<file path="config.mk">
export PLATFORM = sky130hd
export DESIGN_NAME = srt2_div8_flat
export DESIGN_NICKNAME = d
export VERILOG_FILES = /design/src/rtl/srt2_div8_if.sv /design/src/rtl/srt2_div8.sv /design/src/flat_wrapper.sv
export SDC_FILE = /design/constraint.sdc
export NUM_CORES = 1
export LEC_CHECK = 0
export ABC_AREA = 1
export CORE_AREA = 2 2 111 113
export CTS_BUF_LIST = sky130_fd_sc_hd__clkbuf_4 sky130_fd_sc_hd__clkbuf_8
export DETAILED_ROUTE_END_ITERATION = 8
export DIE_AREA = 0 0 113 115
export GPL_ROUTABILITY_DRIVEN = 0
export GPL_TIMING_DRIVEN = 0
export PLACE_DENSITY = 0.6
export SKIP_LAST_GASP = 1
export SLEW_MARGIN = 20
export SYNTH_ARGS = -nofsm -noshare
export SYNTH_HDL_FRONTEND = slang
export SYNTH_SLANG_ARGS = --single-unit
export TNS_END_PERCENT = 10
</file>
<file path="constraint.sdc">
create_clock -name clk -period 3.4 [get_ports clk]
set_input_delay 0.51 -clock clk [delete_from_list [all_inputs] [get_ports clk]]
set_output_delay 0.51 -clock clk [all_outputs]
set_load 0.02 [all_outputs]
</file>
<file path="src/rtl/srt2_div8_if.sv">
// srt2_div8_if: start/operand request and busy/done/result response bundle for srt2_div8.
interface srt2_div8_if;
   logic       start;
   logic [7:0] dividend;
   logic [7:0] divisor;
   logic       busy;
   logic       done;
   logic       err;
   logic [7:0] quot;
   logic [7:0] rem;
   modport master (output start, dividend, divisor, input busy, done, err, quot, rem);
   modport slave (input start, dividend, divisor, output busy, done, err, quot, rem);
endinterface

</file>
<file path="src/rtl/srt2_div8.sv">
// srt2_div8: radix-2 SRT divider, 8-bit normalized fractions, carry-save remainder, on-the-fly quotient.
// Define SRT_DIV_REM_EN to build the rem output and its +D correction adder; otherwise rem is 0.
module srt2_div8 (
   input logic        clk,
   input logic        reset,
   srt2_div8_if.slave bus
);
   typedef enum logic [2:0] {IDLE, RUN, FIX, ERR, DONE} state_t;
   state_t      state_q, state_d;
   logic [10:0] ws_q, ws_d, wc_q, wc_d;
   logic [7:0]  q_q, q_d, qm_q, qm_d, d_q, d_d, quot_q, quot_d, rem_q, rem_d;
   logic [2:0]  count_q, count_d;
   logic        busy_q, busy_d, done_q, done_d, err_q, err_d;
   logic [10:0] sum_n2, carry_n2, mdivi, sum, carry;
   logic [4:0]  y;
   logic [7:0]  rem_fix;
   logic        qpos, qneg, w_neg, accept, bad;
   // The +D carry-in is the current digit's; y only sees bits [10:6], so bit 0 never loops back into selection.
   assign sum_n2   = {ws_q[9:0], 1'b0};
   assign carry_n2 = {wc_q[9:0], qpos};
   assign y        = sum_n2[10:6] + carry_n2[10:6];
   assign qpos     = ~y[4];
   assign qneg     = y[4] & ~&y[3:1];
   assign mdivi    = qpos ? ~{3'b000, d_q} : qneg ? {3'b000, d_q} : 11'd0;
   assign w_neg    = 11'(ws_q + wc_q) >= 11'h400;
`ifdef SRT_DIV_REM_EN
   assign rem_fix  = ws_q[7:0] + wc_q[7:0] + (w_neg ? d_q : 8'h00);
`else
   assign rem_fix  = 8'h00;
`endif
   csa11 u_csa (.mdivi(mdivi), .SumN2(sum_n2), .CarryN2(carry_n2), .Sum(sum), .Carry(carry));
   always_comb begin
      accept  = (state_q == IDLE || state_q == DONE) && bus.start;
      bad     = ~bus.divisor[7] || bus.dividend >= bus.divisor;
      state_d = state_q;
      ws_d    = ws_q;
      wc_d    = wc_q;
      q_d     = q_q;
      qm_d    = qm_q;
      d_d     = d_q;
      count_d = count_q;
      busy_d  = busy_q;
      done_d  = 1'b0;
      err_d   = err_q;
      quot_d  = quot_q;
      rem_d   = rem_q;
      if (accept && bad) begin
         state_d = ERR;
         err_d   = 1'b0;
      end else if (accept) begin
         state_d = RUN;
         busy_d  = 1'b1;
         err_d   = 1'b0;
         ws_d    = {3'b000, bus.dividend};
         wc_d    = '0;
         q_d     = '0;
         qm_d    = '0;
         count_d = '0;
         d_d     = bus.divisor;
      end else if (state_q == RUN) begin
         ws_d    = sum;
         wc_d    = carry;
         q_d     = qpos ? {q_q[6:0], 1'b1} : qneg ? {qm_q[6:0], 1'b1} : {q_q[6:0], 1'b0};
         qm_d    = qpos ? {q_q[6:0], 1'b0} : qneg ? {qm_q[6:0], 1'b0} : {qm_q[6:0], 1'b1};
         count_d = count_q + 3'd1;
         state_d = count_q == 3'd7 ? FIX : RUN;
      end else if (state_q == FIX) begin
         state_d = DONE;
         busy_d  = 1'b0;
         done_d  = 1'b1;
         quot_d  = w_neg ? qm_q : q_q;
         rem_d   = rem_fix;
      end else if (state_q == ERR) begin
         state_d = DONE;
         done_d  = 1'b1;
         err_d   = 1'b1;
         quot_d  = '0;
         rem_d   = '0;
      end
   end
   always_ff @(posedge clk or posedge reset) begin
      if (reset) begin
         state_q <= IDLE;
         ws_q    <= '0;
         wc_q    <= '0;
         q_q     <= '0;
         qm_q    <= '0;
         d_q     <= '0;
         count_q <= '0;
         busy_q  <= 1'b0;
         done_q  <= 1'b0;
         err_q   <= 1'b0;
         quot_q  <= '0;
         rem_q   <= '0;
      end else begin
         state_q <= state_d;
         ws_q    <= ws_d;
         wc_q    <= wc_d;
         q_q     <= q_d;
         qm_q    <= qm_d;
         d_q     <= d_d;
         count_q <= count_d;
         busy_q  <= busy_d;
         done_q  <= done_d;
         err_q   <= err_d;
         quot_q  <= quot_d;
         rem_q   <= rem_d;
      end
   end
   assign bus.busy = busy_q;
   assign bus.done = done_q;
   assign bus.err  = err_q;
   assign bus.quot = quot_q;
   assign bus.rem  = rem_q;
endmodule

module csa11 (
   input  logic [10:0] mdivi,
   input  logic [10:0] SumN2,
   input  logic [10:0] CarryN2,
   output logic [10:0] Sum,
   output logic [10:0] Carry
);
   assign Sum   = mdivi ^ SumN2 ^ CarryN2;
   assign Carry = {(mdivi[9:0] & SumN2[9:0]) | (mdivi[9:0] & CarryN2[9:0]) | (SumN2[9:0] & CarryN2[9:0]), 1'b0};
endmodule

</file>
<file path="src/flat_wrapper.sv">
// flat-port wrapper written by rule: the top's interface ports become plain ports
module srt2_div8_flat 
  (clk, reset, bus_start, bus_dividend, bus_divisor, bus_busy, bus_done, bus_err, bus_quot, bus_rem);
  srt2_div8_if bus_i ();
  input logic clk;
  input logic reset;
  input wire logic [$bits(bus_i.start)-1:0] bus_start;
  input wire logic [$bits(bus_i.dividend)-1:0] bus_dividend;
  input wire logic [$bits(bus_i.divisor)-1:0] bus_divisor;
  output wire logic [$bits(bus_i.busy)-1:0] bus_busy;
  output wire logic [$bits(bus_i.done)-1:0] bus_done;
  output wire logic [$bits(bus_i.err)-1:0] bus_err;
  output wire logic [$bits(bus_i.quot)-1:0] bus_quot;
  output wire logic [$bits(bus_i.rem)-1:0] bus_rem;
  assign bus_i.start = bus_start;
  assign bus_i.dividend = bus_dividend;
  assign bus_i.divisor = bus_divisor;
  assign bus_busy = bus_i.busy;
  assign bus_done = bus_i.done;
  assign bus_err = bus_i.err;
  assign bus_quot = bus_i.quot;
  assign bus_rem = bus_i.rem;
  srt2_div8 u_core (.clk(clk), .reset(reset), .bus(bus_i));
endmodule
</file>
==> results of run 1 <==
==> layout make-up <==
cell class / count / area (µm²)
well taps: 147 / 184
clock buffers: 12 / 159
multi-input cells: 332 / 1810
plain buffers: 20 / 146
clock inverters: 3 / 43.8
flip-flops and latches: 62 / 1550
repair buffers: 30 / 318
fillers: 1254 / 7400
inverters: 52 / 198
==> sequential cells by signal, indices dropped and copies added, names as in the netlist <==
name / cells
u_core.ws_q: 11
u_core.wc_q: 10
u_core.bus.quot: 8
u_core.d_q: 8
u_core.q_q: 8
u_core.qm_q: 8
u_core.count_q: 3
u_core.state_q: 3
u_core.bus.busy: 1
u_core.bus.done: 1
u_core.bus.err: 1
==> kinds of logic after synthesis <==
kind of cell    share of synthesized area, %
simple gates                            28.5
buf+inv                                 9.30
flops                                   42.2
compound gates                          7.43
fa+ha+maj                               11.7
xor+xnor                               0.715
other cells                            0.102
==> worst max-delay path by stage <==
stage	start	to
3_5_place_dp	u_core.ws_q[5]$_DFFE_PP0P_	u_core.ws_q[5]$_DFFE_PP0P_
3_3_place_gp	reset	u_core.d_q[6]$_DFFE_PP0P_
6_report	u_core.ws_q[5]$_DFFE_PP0P_	u_core.ws_q[5]$_DFFE_PP0P_
2_1_floorplan	u_core.ws_q[5]$_DFFE_PP0P_	u_core.ws_q[2]$_DFFE_PP0P_
4_1_cts	u_core.ws_q[5]$_DFFE_PP0P_	u_core.ws_q[5]$_DFFE_PP0P_
5_1_grt	u_core.ws_q[5]$_DFFE_PP0P_	u_core.ws_q[5]$_DFFE_PP0P_
==> critical path, cell delays in order, from the launching register on <==
cell and delay, ns:
dfrtp_1 0.42, ha_1 0.28, fa_1 0.40, nand2_1 0.10
nand2_1 0.07, a21oi_1 0.13, nand2_1 0.10, nand2_4 0.12
clkinv_1 0.34, nor2_1 0.19, a21oi_1 0.08, fa_1 0.50
nand2_1 0.06, nand2_1 0.09, nand2_1 0.05, nand2_1 0.06
==> routing by layer <==
layer,vias to the layer above,share of wire (%),GRT usage [%]
met2,62,51,25.0
li1,1540,-,-
met1,1466,44,18.0
met4,0,0.39,3.41
met3,4,4.2,3.80
met5,-,0,0
==> Yosys cell counts (3+ instances only) <==
cell	number	area share, %
a21oi_1	13	1.8
buf_2	3	0.41
buf_4	10	2.0
buf_6	4	1.2
clkbuf_1	3	0.31
dfrtp_1	62	42
fa_1	9	4.9
ha_1	20	6.8
inv_1	47	4.8
inv_2	3	0.31
nand2_1	168	17
nand2_4	3	0.92
nand3_1	45	6.1
nor2_1	18	1.8
o211ai_1	7	1.4
o21ai_0	27	3.7
==> where the power goes <==
| part | switching [W] | internal, W | total (W) |
|---|---|---|---|
| Sequential | 0 | 0.000737 | 0.000737 |
| Clock | 0.000292 | 0.000383 | 0.000675 |
| Combinational | 0.0000417 | 0.0000360 | 0.0000777 |
| Total | 0.000333 | 0.00116 | 0.00149 |
==> stage by stage <==
| stage | area [µm²] | total power, W |
|---|---|---|
| floorplan | 3700 | 0.000794 |
| global placement | 4170 | 0.000824 |
| detailed placement | 4200 | 0.000831 |
| CTS | 4410 | 0.00151 |
| global route | 4410 | 0.00155 |
| finish | 4410 | 0.00149 |
==> key figures, run 1 <==
Run status
  • Status: finished with violations
  • Failing checks: DRC

CTS
  • CTS Root Cell: clkbuf_8
  • Worst-path clk slew: 0.08 ns
  • Cells resized by post-CTS repair: 0
  • Num CTS Buffers: 9
  • Setup bufs post-CTS: 0
  • Quantity of hold-fixing buffers added after cts: 0
  • TritonCTS clock tree: done
  • Clk_lat worst skew: 0.35 ns
  • CTS H-tree depth: 3
  • Clk sinks: 62
  • Longest Clk Path Bufs: 2

Route
  • Routed Antenna Nets: 0
  • Detailed Routing Iterations Pass 1: 6
  • Wire per inst: roughly 13 µm
  • Wirelength, routed: 8480 µm
  • # DRC: 2
  • Vias per cell: between 4 and 5
  • First-iteration detailed-routing DRC count: between 100 and 150
  • Routed via count: 3072

Finish
  • Area Overhead vs Synth: 20.0%
  • Antenna Cells: 0
  • Fin cells: around 660
  • Fin util: between 30% and 40%
  • Final net count: around 560
  • Commonest non-fill, non-tap cell in the layout: nand2_1
  • Most frequent cells in the layout: nand2_1 (168), dfrtp_1 (62), inv_1 (46), nand3_1 (45), clkdlybuf4s50_1 (29)
  • Layout cell share with drive strength beyond 1: ~9%

Synthesis
  • Sequential fraction of the synthesis area: a little over two fifths
  • Most used DFF post-synth: dfrtp_1
  • Mapped Area: 3670 µm²
  • Synth Warn #: 0
  • Mapped Avg Cell Area: 8.00 µm²
  • #FFs+latches synth: 62
  • FFs w/ async S/R, synth: 100%
  • Yosys cell types: 29
  • EDFF count, synth: 0
  • Mapped Cells: 459

Global route
  • Vias in the first global route: between 3000 and 4000
  • Largest net degree at the start of global routing: 45
  • GRT Residual Overflow: 0
  • Initial antenna violation count: 0
  • Total routing usage reported by global routing: between 10 and 15%
  • First-pass GRT wire length: ~15000 µm

Critical path
  • R2r setup slk: roughly 0.33 ns
  • Critical path fanouts, max: 10
  • Worst Path Arrival: roughly 3.4 ns
  • Startpoint types: flop
  • Worst r2r src: u_core.ws_q[5]$_DFFE_PP0P_
  • Worst Path Required: about 3.7 ns
  • Critical Path End Type: flop
  • CP Class: reg -> reg
  • FF-to-FF End: u_core.ws_q[5]$_DFFE_PP0P_
  • Worst Reg-to-Reg Cells: 15

Run
  • Number of maximum-capacitance violations: 0

Die
  • Die width: around 110 µm
  • IO Count: 38
  • Core area: between 10000 and 15000 µm²
  • Initial Util: between 30% and 40%
  • Full die area: about 13000 µm²
  • Row count: 40
  • Die height: approximately 120 µm

STA
  • Slew Viols, Final: 0
  • RSZ-0062 raised after global routing: no
  • Slew margin rel.: between 50% and 60%
  • Max frequency: around 330 MHz
  • Worst Clk Skew: 0.0167 ns
  • Final WS setup: roughly 0.33 ns
  • Final hold vios: 0
  • Worst slew pin tran: about 0.71 ns
  • Min Hold Slack: around 0.46 ns
  • Final period utilization: about nine tenths
  • Final setup viols: 0
  • Final period demand of the worst path: ~3.1 ns
  • Setup_tns: 0 ns

Placed design
  • Place WS: 0.322 ns
  • Dpl hpwl: 6200 µm
  • PortBufs: 29
  • Placed Cells: approximately 640

Power and ir drop
  • Leakage: around 2.2 nW
  • P per Cell Area: 338 nW/µm²
  • Peak supply drop: around 0.14 mV

Worst hold path
  • Hold crit path type: in -> async
No activity file was read; power rests on OpenSTA's default activity.
==> inputs of run 2 (changes only) <==
--- a/config.mk
+++ b/config.mk
@@ -6,11 +6,11 @@
 export NUM_CORES = 1
 export LEC_CHECK = 0
 export ABC_AREA = 1
+export CAP_MARGIN = 30
 export CORE_AREA = 2 2 111 113
 export CTS_BUF_LIST = sky130_fd_sc_hd__clkbuf_4 sky130_fd_sc_hd__clkbuf_8
 export DETAILED_ROUTE_END_ITERATION = 8
 export DIE_AREA = 0 0 113 115
-export GPL_ROUTABILITY_DRIVEN = 0
 export GPL_TIMING_DRIVEN = 0
 export PLACE_DENSITY = 0.6
 export SKIP_LAST_GASP = 1
==> results of run 2 <==
Same layout as run 1: the final DEF is identical, and so are final timing and power.
==> inputs of run 3 (changes only) <==
==> constraint.sdc (replaced) <==
create_clock -name clk -period 3.4 [get_ports clk]
set_input_delay 0.51 -clock clk [delete_from_list [all_inputs] [get_ports clk]]
set_output_delay 0.51 -clock clk [all_outputs]
set_load 0.05 [all_outputs]
==> results of run 3 <==
Same layout as run 1 (identical final DEF). Status: finished with violations: DRC.
Among the figures that moved: total power 0.00149 W -> 0.00150 W
